## src/rtl/strided_addr_generator.sv

```systemverilog
// Strided word-address generator with valid/ready output, beat count and optional multi-pass replay.
// Define STRIDED_ADDR_REPEAT_EN to enable repeat_cnt passes; otherwise each run is a single pass.
module strided_addr_generator #(
   parameter int ADDR_WIDTH = 16,
   parameter int LEN_WIDTH  = 12,
   parameter int BYTE_SHIFT = 2,
   parameter int REP_WIDTH  = 4
) (
   input  logic                  core_clk,
   input  logic                  reset,
   input  logic                  start,
   input  logic [ADDR_WIDTH-1:0] base_address,
   input  logic [ADDR_WIDTH-1:0] stride,
   input  logic [LEN_WIDTH-1:0]  length,
   input  logic [REP_WIDTH-1:0]  repeat_cnt,
   input  logic                  abort,
   input  logic                  addr_ready,
   output logic                  addr_valid,
   output logic [ADDR_WIDTH-1:0] address,
   output logic                  last,
   output logic                  busy,
   output logic                  done
);

   typedef enum logic [1:0] {
      ST_IDLE = 2'd0,
      ST_RUN  = 2'd1,
      ST_DONE = 2'd2
   } state_t;

   state_t state, state_next;

   logic [ADDR_WIDTH-1:0] base_q;
   logic [ADDR_WIDTH-1:0] stride_q;
   logic [LEN_WIDTH-1:0]  len_q;
   logic [ADDR_WIDTH-1:0] word_addr;
   logic [LEN_WIDTH-1:0]  beat_cnt;

   logic start_ok;
   logic handshake;
   logic beat_last;
   logic pass_last;

   function automatic logic [ADDR_WIDTH-1:0] to_byte_addr(input logic [ADDR_WIDTH-1:0] w);
      return w << BYTE_SHIFT;
   endfunction

   assign start_ok  = (state == ST_IDLE) && start;
   assign handshake = (state == ST_RUN) && addr_ready;
   assign beat_last = (beat_cnt == len_q - 1'b1);

`ifdef STRIDED_ADDR_REPEAT_EN
   logic [REP_WIDTH-1:0] rep_q;
   logic [REP_WIDTH-1:0] pass_cnt;

   assign pass_last = (pass_cnt == rep_q);

   always_ff @(posedge core_clk) begin
      if (reset) begin
         rep_q    <= '0;
         pass_cnt <= '0;
      end else if (start_ok) begin
         rep_q    <= repeat_cnt;
         pass_cnt <= '0;
      end else if (handshake && beat_last && !pass_last) begin
         pass_cnt <= pass_cnt + 1'b1;
      end
   end
`else
   logic unused_repeat;

   assign unused_repeat = ^repeat_cnt;
   assign pass_last     = 1'b1;
`endif

   // State register
   always_ff @(posedge core_clk) begin
      if (reset) begin
         state <= ST_IDLE;
      end else begin
         state <= state_next;
      end
   end

   // Next-state decode; abort outranks the final handshake
   always_comb begin
      state_next = state;
      case (state)
         ST_IDLE: begin
            if (start) begin
               state_next = (length != '0) ? ST_RUN : ST_DONE;
            end
         end
         ST_RUN: begin
            if (abort) begin
               state_next = ST_IDLE;
            end else if (handshake && beat_last && pass_last) begin
               state_next = ST_DONE;
            end
         end
         ST_DONE: state_next = ST_IDLE;
         default: state_next = ST_IDLE;
      endcase
   end

   // Address/beat datapath; the final handshake leaves the registers holding
   always_ff @(posedge core_clk) begin
      if (reset) begin
         base_q    <= '0;
         stride_q  <= '0;
         len_q     <= '0;
         word_addr <= '0;
         beat_cnt  <= '0;
      end else if (start_ok) begin
         base_q    <= base_address;
         stride_q  <= stride;
         len_q     <= length;
         word_addr <= base_address;
         beat_cnt  <= '0;
      end else if (handshake) begin
         if (!beat_last) begin
            word_addr <= word_addr + stride_q;
            beat_cnt  <= beat_cnt + 1'b1;
         end else if (!pass_last) begin
            word_addr <= base_q;
            beat_cnt  <= '0;
         end
      end
   end

   // Outputs depend on registered state only
   always_comb begin
      addr_valid = (state == ST_RUN);
      busy       = (state != ST_IDLE);
      done       = (state == ST_DONE);
      last       = (state == ST_RUN) && beat_last && pass_last;
      address    = to_byte_addr(word_addr);
   end

endmodule

```

## config.mk

```make
export PLATFORM = sky130hd
export DESIGN_NAME = strided_addr_generator
export DESIGN_NICKNAME = d
export VERILOG_FILES = /design/src/rtl/strided_addr_generator.sv
export SDC_FILE = /design/constraint.sdc
export NUM_CORES = 1
export LEC_CHECK = 0
export ABC_AREA = 1
export CAP_MARGIN = 20
export CORE_MARGIN = 2
export CORE_UTILIZATION = 52
export DETAILED_ROUTE_END_ITERATION = 7
export PLACE_DENSITY = 0.89
export SYNTH_ARGS = -nofsm -noshare
export SYNTH_HDL_FRONTEND = slang
export SYNTH_SLANG_ARGS = --single-unit
```

## constraint.sdc

```tcl
create_clock -name core_clk -period 2.75 [get_ports core_clk]
set_input_delay 0.55 -clock core_clk [delete_from_list [all_inputs] [get_ports core_clk]]
set_output_delay 0.55 -clock core_clk [all_outputs]
set_load 0.05 [all_outputs]
```

==> flow_summary.ini <==
[sta]
layout_setup_ws_ns = 0.164
timing.fmax_ghz = 0.387
drv_slew = 0
finalClockSkew_ns = 0.0128
setup_violations = 0
worst_pin_slew_ns = 0.542
slew_headroom_pct = 63.7
min_period_ns = 2.59
post-route-period-util_pct = 94.0
hold_violations = 0

[grt]
grt_max_degree = 32
antenna_found_initial = 0
grt_pass1_wl_um = 15400
grt_overflow = 0
track_usage_pct = 25.2
grt_pass1_vias = 3579

[route]
wl_per_cell_um = 12.9
viasPerCell = 5.22
num_vias = 3665
wl_met1_um = 3710
drtAntennaViolNets = 0
highest_layer = met4
drt-pass1-iter-count = 4
drt_iter0_drc = 124
wl_met2_um = 4790
wl_met3_um = 245
drt_wl_total_um = 9060
drc = 0

[floorplanning]
fp.dieW_um = 86.5
initial_core_util_pct = 52.9
fp.dieH_um = 86.5
num_rows = 30
core_area_mm2 = 0.00668
die_area_mm2 = 0.00748
pin_count = 73

[power_and_ir_drop]
p_leak_nw = 1.96
vdd_drop_max_mv = 0.309
power.total_mw = 2.17
power_density_mw_per_mm2 = 494

[clock_tree]
cts_max_level = 2
cts_tree = built
cts-root-buf = clkbuf_8
path_clk_slew_ns = 0.11
clock_sinks = 54
cts_max_path_buffers = 2
cts_setup_buffers = 0
cts_buffers = 5
clk-insertion-delay-late_ns = 0.31

[final_layout]
area_growth_pct = 24.1
seq_area_mm2 = 0.00108
design_area_mm2 = 0.00439
fillers = 604
n_antenna_cell = 0
final_nets = 690
multiInputGateArea_mm2 = 0.00220
drive_gt1_share_pct = 6.27

[place]
io_buffer_count = 62
place_congestion = 0.932
hpwl_um = 7040
dpl_cell_area_mm2 = 0.00423
dp_slack_ns = 0.267

[synthesis]
async_flop_share_pct = 0
synth-edff-count = 0
synth-main-ff-cell = dfxtp_1
synth_cell_types = 38
synth.avg_cell_area_um2 = 6.29
synth_cells = 562
syn_area_mm2 = 0.00354
ys_ff_latch = 54
ys_warn_count = 0
ys_seq_area_share_pct = 30.6

[worst_setup_path]
worstPathArrival_ns = 2.04
critPathKind = reg2out
path_max_fanout = 5
start_kind = register
required_ns = 2.20
cp-end-kind = output port

[min_path]
worst_hold_path_type = reg2reg

[status]
outcome = finished, final reports clean

[run]
cap_violations = 0
[Yosys cell counts (all sizes together), types with 2 or more instances]
cell,number,area [um^2]
o21ai,41,205
ha,15,188
nand3,41,210
inv,56,210
xnor2,6,52.6
nor3,9,45.0
nand2,153,587
nor2,90,355
nand4,6,43.8
dfxtp,54,1080
nand3b,2,15.0
a21oi,40,200
clkbuf,10,37.5
xor2,15,131
buf,8,56.3
nor4,3,18.8
or2,2,12.5
[flip-flops by register name, indices dropped and copies added, names as in the netlist]
signal / count
word_addr: 14
stride_q: 14
beat_cnt: 12
state: 2
len_q: 12
[final cells by class]
type / instances / share of cell area [%]
Tap cell: 80 / 2.28
Multi-Input combinational cell: 434 / 50.1
Sequential cell: 54 / 24.7
Clock inverter: 3 / 0.912
Inverter: 57 / 4.88
Timing Repair Buffer: 69 / 15.6
Clock buffer: 5 / 1.57
[path summary, 6_finish.rpt]
| path | from | to | slack [ns] | cells after the start |
|---|---|---|---|---|
| min reg2reg | word_addr[13] | word_addr[13] | 0.52 | 2 |
| min | word_addr[13] | word_addr[13] | 0.52 | 2 |
| max reg2reg | len_q[3] | beat_cnt[1] | 0.65 | 12 |
| max | len_q[3] | last | 0.16 | 10 |
[report_power, final]
part | leakage [nW] | internal [mW] | switching, mW
Combinational | 1.46 | 0.284 | 0.449
Clock | 0.0579 | 0.269 | 0.272
Sequential | 0.445 | 0.841 | 0.0530
Total | 1.96 | 1.39 | 0.773
[repair_timing]
| item | 4_1_cts | 5_1_grt |
|---|---|---|
| endpoints found under the setup margin | 1 | 1 |
| cloned | 0 | 0 |
| hold buffers | 0 | 0 |
| gates resized for setup | 2 | 9 |
[cells in the final DEF, fill, tap and decap left out, drive strengths merged]
cell type,instances
xnor2,6
mux2i,1
conb,2
clkinv,3
a211o,1
a21boi,1
a21oi,40
or2,2
xor2,15
o21a,1
and2,1
ha,15
inv,56
clkbuf,5
clkdlybuf4s50,61
a31oi,1
o21ai,41
dfxtp,54
fa,1
nand4,6
nor2,90
nand3,41
nor3,9
a21o,1
nor4,3
nand2,153
o22ai,1
buf,8
nand3b,2
bufinv,1
[worst max-delay path, cell delays in order, from the launching register on]
cell and delay [ns]:
dfxtp_1 0.39, nor2_1 0.19, nand3_1 0.19, nor2_1 0.13, nor2_1 0.05, nor2_1 0.07, nand2_1 0.06, nor2_2 0.20
nand3_4 0.15, nor2_4 0.14, buf_12 0.14
[stage by stage]
step / instances / TNS [ns] / hold WS, ns / util [%]
3_3_place_gp: 694 / 0 / 0.492 / 63.4
6_report: 702 / 0 / 0.518 / 65.7
5_1_grt: 702 / -0.00128 / 0.543 / 65.7
4_1_cts: 702 / 0 / 0.524 / 65.1
2_1_floorplan: 563 / 0 / 0.469 / -
3_5_place_dp: 694 / 0 / 0.505 / 63.4
[routing by layer]
layer / up-vias / GRT usage [%]
met4: 0 / 10.5
met3: 26 / 3.90
met5: - / 0
met1: 1645 / 28.0
li1: 1916 / -
met2: 78 / 47.3
[cells by family (layout without fill, tap and decap cells)]
| family | after synthesis | count (layout) | share of synthesized area (%) |
|---|---|---|---|
| compound gates | 87 | 87 | 12.7 |
| xor+xnor | 21 | 21 | 5.20 |
| fa+ha+maj | 16 | 16 | 5.87 |
| buf+inv | 75 | 134 | 8.70 |
| flops | 54 | 54 | 30.6 |
| mux | 1 | 1 | 0.283 |
| other cells | 1 | 2 | 0.106 |
| simple gates | 307 | 307 | 36.6 |
(Power assumes the default switching activity.)
